**src/rtl/ram_line_reader.sv**
```systemverilog
// Burst reader: streams RAM lines through a 4-deep FIFO with read credit.
// Define RAM_LINE_READER_STATS_EN to enable the stalled-cycle counter.
module ram_line_reader #(
  parameter int NUMBER_OF_LINES = 16,
  parameter int DATA_WIDTH      = 128,
  localparam int AW = $clog2(NUMBER_OF_LINES)
) (
  input  logic                  clk,
  input  logic                  rst_n,
  input  logic                  start,
  input  logic [AW-1:0]         start_addr,
  input  logic [AW:0]           num_lines,
  output logic                  r_en,
  output logic [AW-1:0]         addr_r,
  input  logic [DATA_WIDTH-1:0] rd_data,
  input  logic                  mem_valid,
  output logic [DATA_WIDTH-1:0] out_data,
  output logic                  out_valid,
  input  logic                  out_ready,
  output logic                  busy,
  output logic                  done,
  output logic [15:0]           stall_cnt
);

  typedef enum logic [1:0] {
    IDLE,
    READ,
    DRAIN
  } state_t;

  localparam logic [AW-1:0] LAST   = AW'(NUMBER_OF_LINES - 1);
  localparam logic [AW:0]   LN_ONE = (AW+1)'(1);

  state_t                state;
  logic [AW:0]           rd_left;
  logic [AW:0]           pop_left;
  logic [2:0]            count;
  logic [2:0]            count_nx;
  logic [2:0]            inflight;
  logic [2:0]            inflight_nx;
  logic [1:0]            wr_ptr;
  logic [1:0]            rd_ptr;
  logic [DATA_WIDTH-1:0] fifo [4];
  logic                  push;
  logic                  pop;
  logic                  dec;
  logic                  can_read;
  logic [AW-1:0]         next_addr;

  // Returns that land while idle belong to a discarded burst.
  assign push      = mem_valid && (state != IDLE);
  assign dec       = push && (inflight != 3'd0);
  assign out_valid = (count != 3'd0);
  assign out_data  = fifo[rd_ptr];
  assign pop       = out_valid && out_ready;

  assign count_nx    = count + 3'(push) - 3'(pop);
  assign inflight_nx = inflight + 3'(r_en) - 3'(dec);
  assign can_read    = ({1'b0, count_nx} + {1'b0, inflight_nx}) < 4'd4;
  assign next_addr   = !r_en ? addr_r :
                       (addr_r == LAST) ? '0 : addr_r + AW'(1);

  always_ff @(posedge clk) begin
    if (push) fifo[wr_ptr] <= rd_data;
  end

  always_ff @(posedge clk or negedge rst_n) begin
    if (!rst_n) begin
      state    <= IDLE;
      r_en     <= 1'b0;
      addr_r   <= '0;
      busy     <= 1'b0;
      done     <= 1'b0;
      rd_left  <= '0;
      pop_left <= '0;
      count    <= '0;
      inflight <= '0;
      wr_ptr   <= '0;
      rd_ptr   <= '0;
    end else begin
      done     <= 1'b0;
      count    <= count_nx;
      inflight <= inflight_nx;
      if (push) wr_ptr <= wr_ptr + 2'd1;
      if (pop) begin
        rd_ptr   <= rd_ptr + 2'd1;
        pop_left <= pop_left - LN_ONE;
      end
      unique case (state)
        IDLE: begin
          r_en <= 1'b0;
          if (start) begin
            if (num_lines == '0) begin
              done <= 1'b1;
            end else begin
              state    <= READ;
              busy     <= 1'b1;
              r_en     <= 1'b1;
              addr_r   <= start_addr;
              rd_left  <= num_lines - LN_ONE;
              pop_left <= num_lines;
            end
          end
        end
        READ: begin
          addr_r <= next_addr;
          if (rd_left == '0) begin
            r_en  <= 1'b0;
            state <= DRAIN;
          end else if (can_read) begin
            r_en    <= 1'b1;
            rd_left <= rd_left - LN_ONE;
          end else begin
            r_en <= 1'b0;
          end
        end
        DRAIN: begin
          r_en   <= 1'b0;
          addr_r <= next_addr;
          if (pop && pop_left == LN_ONE) begin
            state <= IDLE;
            busy  <= 1'b0;
            done  <= 1'b1;
          end
        end
        default: state <= IDLE;
      endcase
    end
  end

`ifdef RAM_LINE_READER_STATS_EN
  always_ff @(posedge clk or negedge rst_n) begin
    if (!rst_n) begin
      stall_cnt <= '0;
    end else if (out_valid && !out_ready && stall_cnt != 16'hFFFF) begin
      stall_cnt <= stall_cnt + 16'd1;
    end
  end
`else
  assign stall_cnt = '0;
`endif

endmodule

```
**config.mk**
```make
export PLATFORM = sky130hd
export DESIGN_NAME = ram_line_reader
export DESIGN_NICKNAME = d
export VERILOG_FILES = /design/src/rtl/ram_line_reader.sv
export SDC_FILE = /design/constraint.sdc
export NUM_CORES = 1
export LEC_CHECK = 0
export CAP_MARGIN = 25
export CELL_PAD_IN_SITES_DETAIL_PLACEMENT = 1
export CELL_PAD_IN_SITES_GLOBAL_PLACEMENT = 1
export CORE_UTILIZATION = 35
export CTS_CLUSTER_DIAMETER = 40
export CTS_CLUSTER_SIZE = 28
export DETAILED_ROUTE_END_ITERATION = 10
export MAX_ROUTING_LAYER = met4
export PLACE_DENSITY = 0.7
export SYNTH_ARGS = -nofsm -noshare
export SYNTH_HDL_FRONTEND = slang
export SYNTH_SLANG_ARGS = --single-unit
```
**constraint.sdc**
```tcl
create_clock -name clk -period 4.8 [get_ports clk]
set_input_delay 0.96 -clock clk [delete_from_list [all_inputs] [get_ports clk]]
set_output_delay 0.96 -clock clk [all_outputs]
set_load 0.02 [all_outputs]
```
* Word-level counts from Yosys, hierarchy flattened
Memory sizes are Yosys's and may differ from the RTL's.
Index checks and enable logic that the tools add are counted.
** Operators by class
- $add $sub $neg :: 11
- Magnitude comparators :: 1
- Reductions and logical operators :: 19
- Multiplexer cells :: 34
- Equal/unequal tests :: 11
** Operators with widths (count)
- two-way mux 5 bit :: 8
- two-way mux 4 bit :: 4
- subtractor 5 x 1 -> 5 bit (second input constant) :: 3
- two-way mux 1 bit :: 12
- != test 2 bit (second input constant) :: 6
- AND reduction 4 bit :: 3
- zero test 5 bit :: 2
- one-hot mux 5 bit (2 select lines) :: 1
- nonzero test 3 bit :: 3
- two-way mux 2 bit :: 4
- one-hot mux 4 bit (2 select lines) :: 1
- nonzero test 2 bit :: 4
- adder 3 x 1 -> 3 bit :: 2
- one-hot mux 2 bit (3 select lines) :: 1
- subtractor 3 x 1 -> 3 bit :: 2
- == test 5 x 1 -> 1 bit (second input constant) :: 1
- AND reduction 5 bit :: 1
- adder 2 x 1 -> 2 bit (second input constant) :: 2
- adder 3 x 3 -> 4 bit :: 1
- adder 4 x 1 -> 4 bit (second input constant) :: 1
- == test 4 bit (second input constant) :: 1
- logical AND 1 bit :: 4
- < comparator 4 x 3 -> 1 bit (second input constant) :: 1
- one-hot mux 1 bit (2 select lines) :: 2
- other kinds (6) :: 6
** Word-level totals
- Logic and storage cells :: 88
- Flip-flop bits (word level) :: 29
- Input bits :: 142
- Memories kept :: 1
- Bits in writable memories :: 512
** Memories
- fifo :: depth 4, bits a word 128, rd ports 1, clocked after memory_dff 0, wr ports 1, RTL line 43 : logic [DATA_WIDTH-1:0] fifo [4];

* Logic depth before layout (Yosys ltp)
- Depth after elaboration :: 9
- Gate-level depth with buffers :: 17
- Depth with buffers taken out :: 15

* Worst setup path after synthesis
No wires, ideal clock.
- Path kind :: input to register
- From :: input mem_valid
- To :: memory fifo[2][0], enable pin
- Data arrival time :: 4309 ps
- Path buffers :: 1
- Library setup time :: 502 ps
- Stages :: 3
- Path slack :: -11 ps
- Cell sequence :: nor2b_1 -> clkbuf_1 -> and2_1
** On the way
- Word-level cells in the longest chain between the ends :: 3
** Ends and longest elaborated chain
- start, declared :: RTL line 16 : input logic mem_valid,
- logical AND 1 bit :: RTL line 51 : assign push = mem_valid && (state != IDLE);
- two-way mux 1 bit :: RTL line 64 : if (push) fifo[wr_ptr] <= rd_data;
- two-way mux 1 bit (not written as such) :: RTL line 64
- end, declared :: RTL line 43
No other way between the ends.

* Worst setup path in the final report
- From :: input mem_valid
- To :: register rd_left[4]
** On the way
- Word-level cells in the longest chain between the ends :: 7
- Elaborated cells between the ends (all ways) :: 9
- Classes of those cells :: add/sub: 4; order compare: 1; eq/ne: 1; reduce/logical: 3
** Ends and longest elaborated chain
- logical AND 1 bit :: RTL line 51
- adder 3 x 1 -> 3 bit :: RTL line 57 : assign count_nx = count + 3'(push) - 3'(pop);
- subtractor 3 x 1 -> 3 bit :: RTL line 57
- via count_nx[2] :: RTL line 38 : logic [2:0] count_nx;
- adder 3 x 3 -> 4 bit :: RTL line 59 : assign can_read = ({1'b0, count_nx} + {1'b0, inflight_nx}) < 4'd4;
- < comparator 4 x 3 -> 1 bit :: RTL line 59
- != test 2 bit (no source line)
- AND reduction 5 bit (no source line)
- end signal, assigned :: RTL line 100 : rd_left <= num_lines - LN_ONE;
- end signal, assigned :: RTL line 112 : rd_left <= rd_left - LN_ONE;
- end, declared :: RTL line 35 : logic [AW:0] rd_left;
The timed path passes the listed nets, and every way through them passes these cells.
A chain may end at the register's enable or synchronous reset.

==> results_dict.tcl <==
set metrics [dict create \
    cts_max_level 3 \
    syn_to_final_growth_pct 32.0 \
    nets 1398 \
    track_usage_pct 16.1 \
    synth_area_sq_um 20400 \
    ctsHoldBuffers 0 \
    holdWs_ns 0.542 \
    setup-violations-final 0 \
    synthFlopType "edfxtp_1" \
    status "finished, final reports clean" \
    leakagePower_nw 8.95 \
    io_buffer_count 277 \
    ys_warn_count 0 \
    place_hpwl_microns 28200 \
    cts_root_buf "clkbuf_16" \
    finalCritPeriodShare_pct 91.0 \
    dpl_cell_area_sq_um 24300 \
    wirelength_microns 45900 \
    max_freq_mhz 229 \
    p_int_mw 12.4 \
    end_kind "flop" \
    synth_edf_count 512 \
    min_path_type "reg -> reg" \
    clkSinkCount 541 \
    drive_gt1_share_pct 23.6 \
    route.detailed.drc 0 \
    clk_pin_slew_ns 0.05 \
    slew_headroom_pct 46.4 \
    pwr-share-clk_pct 31.3 \
    synth_area_per_cell_sq_um 23.2 \
    routedWlPerCell_microns 22.2 \
    worst-setup-path-type "in -> reg" \
    crit_arrival_ns 4.84 \
    clk_path_buf_depth 3 \
    hold_violations 0 \
    seq_area_frac_synth_pct 78.9 \
    dr_total_vias 10000 \
    postCtsSetupRepairBufs 0 \
    async_flop_share_pct 5.36 \
    clkLatencyLatePin_ns 0.61 \
    cts-resized-gates 0 \
    synth.top_cell.area_share_pct 75.3 \
    grt_start_max_net_pins 55 \
    p_sw_mw 5.69 \
    io_pins 294 \
    netlist_instances 880 \
    dieHeight_microns 244 \
    drtPass1Iterations 4 \
    p_per_area_nw_per_um2 672 \
    drt_iter0_drc 451 \
    grt_pass1_wl_microns 69200 \
    drv_slew 0 \
    worst-path-max-fanout 8 \
    synth.distinct_cells 57 \
    die-area_sq_um 59300 \
    post-route-util_pct 46.7 \
    gp_congestion 0.753 \
    worst_ir_drop_vdd_mv 0.346 \
    postRouteAntennaNets 0 \
    ys_seq_elements 541 \
    core-area_sq_um 57700 \
    die_w_microns 244 \
    final_cell_mix "edfxtp_1, clkdlybuf4s50_1, mux4_2" \
    fin_area_sq_um 26900 \
    timing.setup.tns_ns 0 \
    antenna_found_initial 2 \
    cts_tree "yes" \
    viasPerCell 4.86 \
    cp-start-kind "input pin" \
    cap_violations 0 \
    initial_core_util_pct 35.4 \
    yosysTopAreaCell "edfxtp_1" \
    period_needed_ns 4.37 \
    sequentialPowerShare_pct 35.6 \
    p_sw_share_pct 31.4 \
    worst_slew_pin_slew_ns 0.804 \
    rsz0062_at_grt "false" \
    grt_pass1_vias 11000 \
    final_common_cell "edfxtp_1" \
    combPwrFrac_pct 33.0 \
    cts_made_buffers 78 \
    synthTopCellsByArea "edfxtp_1, mux4_2, dfrtp_1" \
    finalClockSkew_ns 0.0228 \
    rows 88 \
    crit_required_ns 5.28 \
    overflow 0 \
]
==> critical path: stages <==
cell	delay [ns]
clkdlybuf4s50_1	0.49
nor2b_1	0.23
buf_4	0.15
nand2b_1	0.12
nand2_1	0.06
ha_1	0.21
fa_1	0.41
xor2_1	0.16
xnor2_1	0.20
ha_1	0.26
or4b_1	0.51
a211o_1	0.39
or4_1	0.55
o211a_1	0.14
==> cell type report <==
type                    count  area (sq um)
fillers                  5341         30800
flip-flops and latches    541         16100
multi-input cells         285          4030
repair buffers            312          3140
clock buffers              87          2030
well taps                 765           957
clock inverters            57           608
inverters                  19          71.3
diodes                      2          5.00
==> metal layers <==
metal	GRT usage, %	vias up	share of wire, %
met5	-	-	0
met4	5.22	0	1.9
met3	3.62	73	5.4
met2	26.5	294	51
met1	19.8	5260	42
li1	-	4419	-
==> stage by stage <==
step,instances,worst slack (ns),power [mW]
after floorplan,895,0.409,9.95
after global placement,1922,-0.0756,12.5
after detailed placement,1922,-0.157,12.6
after CTS,2066,0.487,18.4
after global routing,2068,0.243,18.9
final,2068,0.432,18.1
==> final timing paths <==
check                                 from    endpoint  slack, ns  depth (start not counted)
worst max-delay path             mem_valid  rd_left[4]       0.43                         14
worst min-delay path            rd_left[2]  rd_left[2]       0.54                          1
worst max register to register    state[0]  rd_left[4]       0.62                         15
worst min register to register  rd_left[2]  rd_left[2]       0.54                          1
max in group asynchronous            rst_n   rd_ptr[0]       3.68                          2
min in group asynchronous            rst_n        done       0.76                          2
==> registers in the layout, summed over array words and instances, names as in the netlist <==
signal,count
fifo,512
inflight,3
state,2
done,1
r_en,1
addr_r,4
count,3
busy,1
rd_ptr,2
pop_left,5
wr_ptr,2
rd_left,5
==> kinds of logic (layout without fill, tap and decap cells) <==
logic type,Yosys count,in the layout,share of synthesized area (%)
AOI/OAI and AO/OA,44,44,1.54
xor gates and xnor gates,11,11,0.472
adders and majority gates,19,19,1.24
buffers and inverters,69,475,1.72
DFF,541,541,78.9
muxes,140,140,14.7
other,1,18,0.0184
and+or+nand+nor,55,55,1.43
==> synthesized netlist by cell type, types with 4 or more instances <==
| library cell | instances |
|---|---|
| a21oi_1 | 4 |
| and2_1 | 5 |
| buf_1 | 5 |
| buf_2 | 11 |
| buf_4 | 17 |
| clkbuf_1 | 15 |
| dfrtp_1 | 29 |
| edfxtp_1 | 512 |
| ha_1 | 17 |
| inv_1 | 19 |
| mux2i_1 | 10 |
| mux4_2 | 128 |
| nand2_1 | 16 |
| nor2_1 | 6 |
| nor3_1 | 7 |
| o21ai_0 | 13 |
| xnor2_1 | 8 |
==> power groups by stage <==
stage	Sequential (mW)	Clock [mW]	Combinational, mW
after floorplan	6.37	0	3.58
after global placement	6.49	0	6.02
after detailed placement	6.56	0	6.09
after CTS	6.47	5.81	6.13
after global routing	6.54	5.98	6.38
final	6.45	5.67	5.98
(Power assumes the default switching activity.)
